--- config.mk ---
export PLATFORM = sky130hd
export DESIGN_NAME = mux4_rr_arbiter_flat
export DESIGN_NICKNAME = d
export VERILOG_FILES = /design/src/rtl/mux4_rr_arbiter_if.sv /design/src/rtl/mux4_rr_arbiter.sv /design/src/flat_wrapper.sv
export SDC_FILE = /design/constraint.sdc
export NUM_CORES = 1
export LEC_CHECK = 0
export CORE_UTILIZATION = 40
export DETAILED_ROUTE_END_ITERATION = 10
export PLACE_DENSITY_LB_ADDON = 0.15
export SLEW_MARGIN = 20
export SYNTH_ARGS = -nofsm -noshare
export SYNTH_HDL_FRONTEND = slang
export SYNTH_SLANG_ARGS = --single-unit
export TNS_END_PERCENT = 50
--- constraint.sdc ---
create_clock -name clk -period 2.4 [get_ports clk]
set_clock_uncertainty 0.1 [all_clocks]
set_input_delay 0.24 -clock clk [delete_from_list [all_inputs] [get_ports clk]]
set_output_delay 0.24 -clock clk [all_outputs]
set_load 0.02 [all_outputs]
--- src/rtl/mux4_rr_arbiter_if.sv ---
// Handshake bundle between the four requesters and the round-robin arbiter.
// The arbiter side uses the slave modport.
interface mux4_rr_arbiter_if;
    logic [3:0] Req;
    logic [3:0] Done;
    logic [1:0] Sel;
    logic [3:0] Gnt;
    logic       Busy;
    logic       Timeout;

    modport master (
        output Req,
        output Done,
        input  Sel,
        input  Gnt,
        input  Busy,
        input  Timeout
    );

    modport slave (
        input  Req,
        input  Done,
        output Sel,
        output Gnt,
        output Busy,
        output Timeout
    );
endinterface

--- src/rtl/mux4_rr_arbiter.sv ---
// Round-robin arbiter driving the select lines of a 4:1 mux.
// One grant at a time, with a bounded hold so a stuck requester cannot starve
// the others. All outputs are registered, so Sel and Gnt move together.
module mux4_rr_arbiter #(
    parameter int unsigned MAX_HOLD = 8
) (
    input logic               clk,
    input logic               rst_n,
    mux4_rr_arbiter_if.slave  bus
);

    typedef enum logic [0:0] {StIdle, StGrant} state_e;

    state_e     state_q;
    logic [1:0] last_q;
    logic [7:0] cnt_q;
    logic [3:0] gnt_q;
    logic [1:0] sel_q;
    logic       busy_q;
    logic       timeout_q;

    logic       found;
    logic [1:0] win;
    logic [1:0] idx;
    logic       done_g;
    logic       req_g;
    logic       limit;
    logic       release_g;

    // Search last+1 .. last+4 so the previous winner sits at lowest priority.
    always_comb begin
        found = 1'b0;
        win   = last_q;
        idx   = last_q;
        for (int i = 1; i <= 4; i++) begin
            idx = last_q + 2'(i);
            if (!found && bus.Req[idx]) begin
                found = 1'b1;
                win   = idx;
            end
        end
    end

    // While granting, last_q is the granted index.
    always_comb begin
        done_g    = bus.Done[last_q];
        req_g     = bus.Req[last_q];
        limit     = (cnt_q == 8'(MAX_HOLD - 1));
        release_g = done_g || !req_g || limit;
    end

    // Arbitration FSM with registered outputs.
    always_ff @(posedge clk or negedge rst_n) begin
        if (!rst_n) begin
            state_q   <= StIdle;
            last_q    <= 2'b11;
            cnt_q     <= 8'd0;
            gnt_q     <= 4'b0000;
            sel_q     <= 2'b00;
            busy_q    <= 1'b0;
            timeout_q <= 1'b0;
        end else begin
            timeout_q <= 1'b0;
            unique case (state_q)
                StIdle: begin
                    if (found) begin
                        state_q <= StGrant;
                        gnt_q   <= 4'b0001 << win;
                        sel_q   <= win;
                        last_q  <= win;
                        cnt_q   <= 8'd0;
                        busy_q  <= 1'b1;
                    end else begin
                        gnt_q  <= 4'b0000;
                        busy_q <= 1'b0;
                    end
                end
                StGrant: begin
                    if (release_g) begin
                        // A normal release takes precedence over a forced one.
                        timeout_q <= limit && !done_g && req_g;
                        if (found) begin
                            gnt_q  <= 4'b0001 << win;
                            sel_q  <= win;
                            last_q <= win;
                            cnt_q  <= 8'd0;
                            busy_q <= 1'b1;
                        end else begin
                            state_q <= StIdle;
                            gnt_q   <= 4'b0000;
                            cnt_q   <= 8'd0;
                            busy_q  <= 1'b0;
                        end
                    end else begin
                        cnt_q <= cnt_q + 8'd1;
                    end
                end
                default: state_q <= StIdle;
            endcase
        end
    end

    assign bus.Gnt     = gnt_q;
    assign bus.Sel     = sel_q;
    assign bus.Busy    = busy_q;
    assign bus.Timeout = timeout_q;

endmodule

--- src/flat_wrapper.sv ---
// flat-port wrapper written by rule: the top's interface ports become plain ports
module mux4_rr_arbiter_flat 
#(
    parameter int unsigned MAX_HOLD = 8
)
  (clk, rst_n, bus_Req, bus_Done, bus_Sel, bus_Gnt, bus_Busy, bus_Timeout);
  mux4_rr_arbiter_if bus_i ();
  input logic clk;
  input logic rst_n;
  input wire logic [$bits(bus_i.Req)-1:0] bus_Req;
  input wire logic [$bits(bus_i.Done)-1:0] bus_Done;
  output wire logic [$bits(bus_i.Sel)-1:0] bus_Sel;
  output wire logic [$bits(bus_i.Gnt)-1:0] bus_Gnt;
  output wire logic [$bits(bus_i.Busy)-1:0] bus_Busy;
  output wire logic [$bits(bus_i.Timeout)-1:0] bus_Timeout;
  assign bus_i.Req = bus_Req;
  assign bus_i.Done = bus_Done;
  assign bus_Sel = bus_i.Sel;
  assign bus_Gnt = bus_i.Gnt;
  assign bus_Busy = bus_i.Busy;
  assign bus_Timeout = bus_i.Timeout;
  mux4_rr_arbiter #(.MAX_HOLD(MAX_HOLD)) u_core (.clk(clk), .rst_n(rst_n), .bus(bus_i));
endmodule
# Yosys cells after proc, flatten, opt, wreduce, memory -nomap -nowiden
# Cells that the tools add are included.
# totals
output_inout_bits,8
register_bits,19
wordCells,69
# classes
n_reduce_logical,12
order_cmp,4
n_eq_ne,3
shift,1
bitwise_logic,1
n_addsub,4
n_mux,37
# op_table
cell,n
2-bit two-way mux,8
8-bit two-way mux,2
8-bit one-hot mux with 2 select lines,1
1-bit two-way mux,14
"2-bit by 3-bit < comparator with 1-bit output, second input constant",4
1-bit binary-select mux with 2-bit select,5
"8-bit by 1-bit adder with 8-bit output, second input constant",1
"8-bit by 3-bit equality test with 1-bit output, second input constant",1
4-bit two-way mux,2
2-bit one-hot mux with 2 select lines,2
4-bit one-hot mux with 2 select lines,1
1-bit logical AND,5
1-bit logical NOT,5
"2-bit adder, second input constant",2
1-bit one-hot mux with 2 select lines,2
"1-bit by 2-bit << shifter with 4-bit output, first input constant",1
"2-bit by 1-bit adder with 2-bit output, second input constant",1
1-bit logical OR,2
"2-bit by 1-bit inequality test with 1-bit output, second input constant",1
"2-bit inequality test, second input constant",1
1-bit inverter,1

# Depth between registers and ports, before layout
# Gate-level depths: netlist (run 1).
# logic_depth
depth_word,17
depth_mapped,6
depth_no_buf,5

# Worst setup path after synthesis (run 1)
# OpenSTA, ideal clock, no wires.
# synth_path
path_kind,register to register
startpoint,register u_core.cnt_q[0]
endpoint,"register u_core.gnt_q[1], in the netlist u_core.bus.Gnt[1]"
setup_slack_ps,463
path_buffers,1
setup_ps,121
stages_incl_launch_ff,7
synth_period_minus_slack_ps,1937
t_arrival_ps,1716
cell_sequence,dfrtp_1 -> ha_1 -> nor4b_2 -> a31oi_1 -> clkbuf_1 -> a21boi_0 -> a22o_1
# synth_via
elab_chain_cells,3
# synth_rtl
item,line_no,text
from (decl),mux4_rr_arbiter.sv:16,logic [7:0] cnt_q;
from (signal assigned),mux4_rr_arbiter.sv:95,cnt_q <= cnt_q + 8'd1;
8-bit by 3-bit equality test with 1-bit output,mux4_rr_arbiter.sv:48,limit = (cnt_q == 8'(MAX_HOLD - 1));
1-bit logical OR,mux4_rr_arbiter.sv:49,release_g = done_g || !req_g || limit;
2-bit inequality test (no line),n/a,
to (signal assigned),mux4_rr_arbiter.sv:68,gnt_q <= 4'b0001 << win;
to (signal assigned),mux4_rr_arbiter.sv:83,gnt_q <= 4'b0001 << win;
to (decl),mux4_rr_arbiter.sv:17,logic [3:0] gnt_q;
# Every way passes these cells.
# A chain may end at the register's enable or synchronous reset.

# Worst setup path in the final report (run 1)
# layout_path
startpoint,register u_core.cnt_q[0]
endpoint,"register u_core.sel_q[0], in the netlist u_core.bus.Sel[0]"
# layout_via
elab_chain_cells,3
# layout_rtl
item,line_no,text
8-bit by 3-bit equality test with 1-bit output,mux4_rr_arbiter.sv:48,
1-bit logical OR,mux4_rr_arbiter.sv:49,
2-bit inequality test (no line),n/a,
to (signal assigned),mux4_rr_arbiter.sv:69,sel_q <= win;
to (signal assigned),mux4_rr_arbiter.sv:84,sel_q <= win;
to (decl),mux4_rr_arbiter.sv:18,logic [1:0] sel_q;
# Every way passes these cells.

==> results of run 1 <==
==> final cells by class <==
type / instances / area, sq um / share of cell area
clock buffers: 3 / 22.5 / 0.0175
repair buffers: 21 / 200 / 0.155
flip-flops and latches: 19 / 478 / 0.371
well taps: 30 / 37.5 / 0.0291
inverters: 3 / 11.3 / 0.00873
clock inverters: 1 / 5.00 / 0.00388
multi-input cells: 78 / 536 / 0.415
==> through the flow <==
step | setup slack [ns] | hold WS (ns) | util | power (mW) | cells
finish | 0.357 | 0.163 | 0.516 | 1.21 | 155
global route | 0.181 | 0.199 | 0.516 | 1.30 | 155
CTS | 0.356 | 0.157 | 0.516 | 1.22 | 155
detailed placement | 0.136 | 0.385 | 0.505 | 1.05 | 151
global placement | 0.173 | 0.375 | 0.505 | 1.04 | 151
floorplan | 0.463 | -0.156 | - | 0.888 | 107
==> cell families after synthesis <==
logic type	synth area share
AOI/OAI and AO/OA	0.226
adders and majority gates	0.0117
buffers and inverters	0.0482
DFF	0.449
muxes	0.0611
and+or+nand+nor	0.204
==> power by group through the flow <==
stage / sequential (mW) / combinational, mW / clock [mW]
after floorplan: 0.507 / 0.381 / 0
after global placement: 0.517 / 0.522 / 0
after detailed placement: 0.516 / 0.530 / 0
after CTS: 0.514 / 0.533 / 0.169
after global routing: 0.529 / 0.586 / 0.181
final: 0.514 / 0.535 / 0.159
==> state kept, by name, indices dropped and copies added, names as in the netlist <==
name / flops
u_core.bus.Busy: 1
u_core.bus.Timeout: 1
u_core.bus.Sel: 2
u_core.state_q: 1
u_core.bus.Gnt: 4
u_core.last_q: 2
u_core.cnt_q: 8
==> metal layers <==
metal  share of wire  GRT usage  routed length (microns)
met1            0.52      0.263                     1150
met2            0.44      0.283                      975
met3           0.037     0.0339                       83
met4          0.0054     0.0526                       12
met5               0          0                        0
==> worst max-delay path: cells and delay by family, from the launching register on <==
kind,cells,cell delay [ns]
and+or+nand+nor,1,0.27
AOI/OAI and AO/OA,2,0.36
muxes,1,0.36
buffers and inverters,1,0.18
DFF,1,0.42
adders and majority gates,1,0.25
==> layout by cell type (no fill, tap or decap), types with 2 or more instances in the layout <==
cell type | netlist | routed
clkdlybuf4s50_1 | 0 | 17
dfrtp_1 | 17 | 17
nand3_1 | 8 | 8
a22o_1 | 8 | 8
nand2_1 | 7 | 7
a31oi_1 | 7 | 7
nor2_1 | 6 | 6
nor2b_1 | 5 | 5
buf_4 | 1 | 4
nand2b_1 | 3 | 3
o21ai_0 | 3 | 3
clkbuf_4 | 0 | 3
inv_1 | 2 | 2
mux2i_1 | 2 | 2
a221o_1 | 2 | 2
mux2_2 | 2 | 2
a21oi_1 | 2 | 2
nor3_1 | 2 | 2
o22ai_1 | 2 | 2
a31o_2 | 2 | 2
dfstp_2 | 2 | 2
==> worst paths after layout <==
kind                       slack (ns)       startpoint           endpoint  cells after the start
setup / recovery                 0.36  u_core.cnt_q[0]  u_core.bus.Sel[0]                      6
min in group clk                 0.40  u_core.bus.Busy    u_core.bus.Busy                      1
hold / removal                   0.16            rst_n    u_core.cnt_q[2]                      2
hold reg to reg                  0.40  u_core.bus.Busy    u_core.bus.Busy                      1
setup reg to reg                 0.36  u_core.cnt_q[0]  u_core.bus.Sel[0]                      6
max in group asynchronous        1.77            rst_n   u_core.last_q[1]                      2
==> impl_metrics.tcl, run 1 <==
set metrics [dict create \
    leakagePower_nw 0.530 \
    grt_start_max_net_pins 20 \
    ctsResizeCount 0 \
    drive_above_1_share 0.168 \
    antenna_cells 0 \
    synth_area_leader_cell "dfrtp_1" \
    intPower_uw 749 \
    cts_tree "yes" \
    design.die.area_sq_mm 0.00287 \
    p_clk_frac 0.132 \
    drt-pass1-iter-count 4 \
    antenna_found_initial 0 \
    tightest_slew_ns 0.434 \
    drt-initial-drc-count 20 \
    synth_area_sq_mm 0.00106 \
    vias 876 \
    slowest_stage "dfrtp_1" \
    fin_crit_sh 0.851 \
    synth_warnings 0 \
    max_freq_mhz 489 \
    ir_drop_v 0.000552 \
    syn_avg_cell_area_sq_um 9.95 \
    startpoint_type "register" \
    fin_setup_tns_ns 0 \
    grtUsageTotal 0.184 \
    via_per_inst 5.65 \
    clkLatencyLatePin_ns 0.29 \
    synth_common_cells "17 x dfrtp_1, 8 x a22o_1, 8 x nand3_1" \
    synthTopCellsByArea "dfrtp_1 40%, a22o_1 6.6%, dfstp_2 4.9%, a31oi_1 4.1%, nand3_1 3.8%" \
    path_clk_slew_ns 0.11 \
    die_x_microns 53.6 \
    syn2layout_area_growth_pct 21.2 \
    initial_utilization 0.426 \
    cts.path.max_buffers 2 \
    finalSetupViolCount 0 \
    endpoint_kind "register" \
    p_per_area_mw_per_mm2 936 \
    worstPathArrival_ns 2.13 \
    synth.most_common_cell "dfrtp_1" \
    cts-root-buf "clkbuf_4" \
    slowest_delay_ns 0.42 \
    netlist.area_leader.share 0.400 \
    combPwrFrac 0.443 \
    ys_seq_elements 19 \
    port_buffers 17 \
    outcome "finished, final reports clean" \
    core_area_sq_mm 0.00250 \
    grt_pass1_wl_mm 3.82 \
    fillCellCount 238 \
    synth_cell_types 40 \
    clkSinkCount 19 \
    crit_fanout 6 \
    synth_ff_type "dfrtp_1" \
    syn_nets 118 \
    relSlewSlack 0.711 \
    syn-instance-count 107 \
    cts_setup_buffers 0 \
    max_cap_viol_count 0 \
    min_path_type "in2async" \
    async_flop_share 1.00 \
    critPathKind "reg2reg" \
    worstPathRequired_ns 2.49 \
    wl_per_cell_microns 14.3 \
    finalNetCount 137 \
    drt_drc_violations_left 0 \
    die_h_microns 53.6 \
    wl_mm 2.22 \
    htreeDepth 1 \
    ant_nets 0 \
    p_seq_frac 0.425 \
    cts_hold_buf 0 \
    grt_pass1_vias 828 \
    cts_buffers 3 \
    io_pins 18 \
    post-route-min-period_ns 2.04 \
    hpwl_mm 1.66 \
    switchingPower_uw 459 \
    grt_overflow 0 \
    slew_viol_final 0 \
    cp_cell_sequence "ha_1, nor4b_2, a31oi_1, buf_4, a21boi_2, mux2_2" \
    design_area_sq_mm 0.00129 \
    report.final.hold_viol_count 0 \
    fp-row-count 18 \
    rsz0062_at_grt "no" \
    gp_congestion 0.853 \
    place_area_sq_mm 0.00126 \
    synth_edf_count 0 \
    ys_seq_area_frac 0.449 \
    switching_share 0.380 \
]
(Power assumes the default switching activity.)
==> run 2, diff against run 1 <==
--- a/config.mk
+++ b/config.mk
@@ -5,7 +5,7 @@
 export SDC_FILE = /design/constraint.sdc
 export NUM_CORES = 1
 export LEC_CHECK = 0
-export CORE_UTILIZATION = 40
+export CORE_UTILIZATION = 35
 export DETAILED_ROUTE_END_ITERATION = 10
 export PLACE_DENSITY_LB_ADDON = 0.15
 export SLEW_MARGIN = 20
==> constraint.sdc (replaced) <==
create_clock -name clk -period 2.6 [get_ports clk]
set_clock_uncertainty 0.1 [all_clocks]
set_input_delay 0.26 -clock clk [delete_from_list [all_inputs] [get_ports clk]]
set_output_delay 0.26 -clock clk [all_outputs]
set_load 0.02 [all_outputs]
==> run 2 against run 1 <==
  * Routed wire length grew 2.8%
  * Sequential cell count unchanged
  * Setup slack gained 0.17 ns
  * Power shrank 8.4%
  * Cell count decreased by 0.65%
  * Sequential power is 8.6% lower
  * Design area down 1.2%
  * Critical path type unchanged
  * Critical endpoint unchanged
==> impl_metrics.tcl, run 2 (synthesis gave the netlist of run 1 again) <==
set metrics [dict create \
    outcome "finished, final reports clean" \
    layout_common_cells "17 x clkdlybuf4s50_1, 17 x dfrtp_1, 8 x nand3_1, 8 x a22o_1" \
    gp_congestion 0.785 \
    core_area_sq_mm 0.00283 \
    wl_per_cell_microns 14.8 \
    p_per_area_mw_per_mm2 868 \
    startpoint_type "register" \
    syn2layout_area_growth_pct 19.7 \
    post-route-min-period_ns 2.08 \
    finalNetCount 135 \
    via_per_inst 5.87 \
    pre_cts_ws_ns 0.272 \
    hpwl_mm 1.77 \
    drt_drc_violations_left 0 \
    r2r_start "u_core.cnt_q[0]" \
    cts.path.max_buffers 2 \
    leakagePower_nw 0.518 \
    grt_start_max_net_pins 20 \
    die_h_microns 57.2 \
    grt_overflow 0 \
    rsz0062_at_grt "no" \
    grt_pass1_vias 896 \
    max_freq_mhz 482 \
    vias 904 \
    initial_utilization 0.376 \
    drt-initial-drc-count 86 \
    fin_crit_sh 0.798 \
    tightest_slew_ns 0.869 \
    critPathKind "reg2reg" \
    largest_reg_flops 8 \
    drt-pass1-iter-count 5 \
    grt_pass1_wl_mm 4.09 \
    crit_fanout 12 \
    path_clk_slew_ns 0.10 \
    relSlewSlack 0.419 \
    setup_ws_ns 0.525 \
    max_cap_viol_count 0 \
    cts-root-buf "clkbuf_4" \
    min_path_type "in2async" \
    wl_mm 2.28 \
    finalSetupViolCount 0 \
    clkSinkCount 19 \
    htreeDepth 1 \
    die_x_microns 57.2 \
    drive_above_1_share 0.146 \
    cts_buffers 3 \
    report.final.hold_viol_count 0 \
    antenna_found_initial 0 \
    worstPathArrival_ns 2.15 \
    rrSetupSlack_ns 0.52 \
    antenna_cells 0 \
    ant_nets 0 \
    r2r-end "u_core.bus.Sel[0]" \
    grtUsageTotal 0.163 \
    ff2ff_path_depth 6 \
    ctsResizeCount 0 \
    cts_hold_buf 0 \
    endpoint_kind "register" \
    cts_tree "yes" \
    port_buffers 17 \
    slew_viol_final 0 \
    cts_setup_buffers 0 \
    fp-row-count 19 \
    design.die.area_sq_mm 0.00327 \
    io_pins 18 \
    top_register "u_core.cnt_q" \
    worstPathRequired_ns 2.68 \
    fin_setup_tns_ns 0 \
    ir_drop_v 0.000552 \
    clkLatencyLatePin_ns 0.29 \
]
## run 2: critical path, stage by stage (launching register included)
cell and delay [ns]:
dfrtp_1 0.43, ha_1 0.26, nor4b_2 0.28, a31oi_1 0.12
buf_4 0.19, a21boi_2 0.23, mux2_2 0.36
## run 2: final cells by class
class                           instances  area, sq um
Tap cell                               31         38.8
Inverter                                3         11.3
Sequential cell                        19          478
Fill cell                             283         1550
Timing Repair Buffer                   19          185
Clock buffer                            4         26.3
Multi-Input combinational cell         78          536
## run 2: per-stage QoR
| stage | total power, mW | cells | hold WS, ns | utilization | cell area, sq um |
|---|---|---|---|---|---|
| global placement | 0.959 | 150 | 0.378 | 0.441 | 1250 |
| floorplan | 0.819 | 107 | -0.136 | - | 1060 |
| global route | 1.20 | 154 | 0.408 | 0.451 | 1270 |
| finish | 1.11 | 154 | 0.360 | 0.451 | 1270 |
| detailed placement | 0.971 | 150 | 0.383 | 0.441 | 1250 |
| CTS | 1.12 | 154 | 0.371 | 0.451 | 1270 |
## run 2: power by group
group / internal (mW) / leakage, nW / total [mW] / switching (mW)
clock: 0.0595 / 0.0150 / 0.142 / 0.0828
sequential: 0.383 / 0.240 / 0.470 / 0.0872
combinational: 0.248 / 0.264 / 0.494 / 0.246
## run 2: how the worst max path moves through the flow
| stage | startpoint | endpoint | slack [ns] | cells past startpoint |
|---|---|---|---|---|
| after floorplan | u_core.cnt_q[0] | u_core.bus.Gnt[1] | 0.66 | 6 |
| after global placement | bus_Req[1] | u_core.bus.Sel[0] | 0.35 | 5 |
| after detailed placement | bus_Req[2] | u_core.bus.Sel[0] | 0.27 | 5 |
| after CTS | u_core.cnt_q[0] | u_core.bus.Sel[0] | 0.52 | 6 |
| after global routing | u_core.cnt_q[0] | u_core.bus.Sel[0] | 0.36 | 6 |
| final | u_core.cnt_q[0] | u_core.bus.Sel[0] | 0.52 | 6 |
## run 2: routing by layer
layer | track usage | vias up | share of wire
met3 | 0.0204 | 4 | 0.032
met2 | 0.286 | 22 | 0.51
met1 | 0.199 | 448 | 0.43
li1 | - | 430 | -
met4 | 0.0767 | 0 | 0.019
met5 | 0 | - | 0
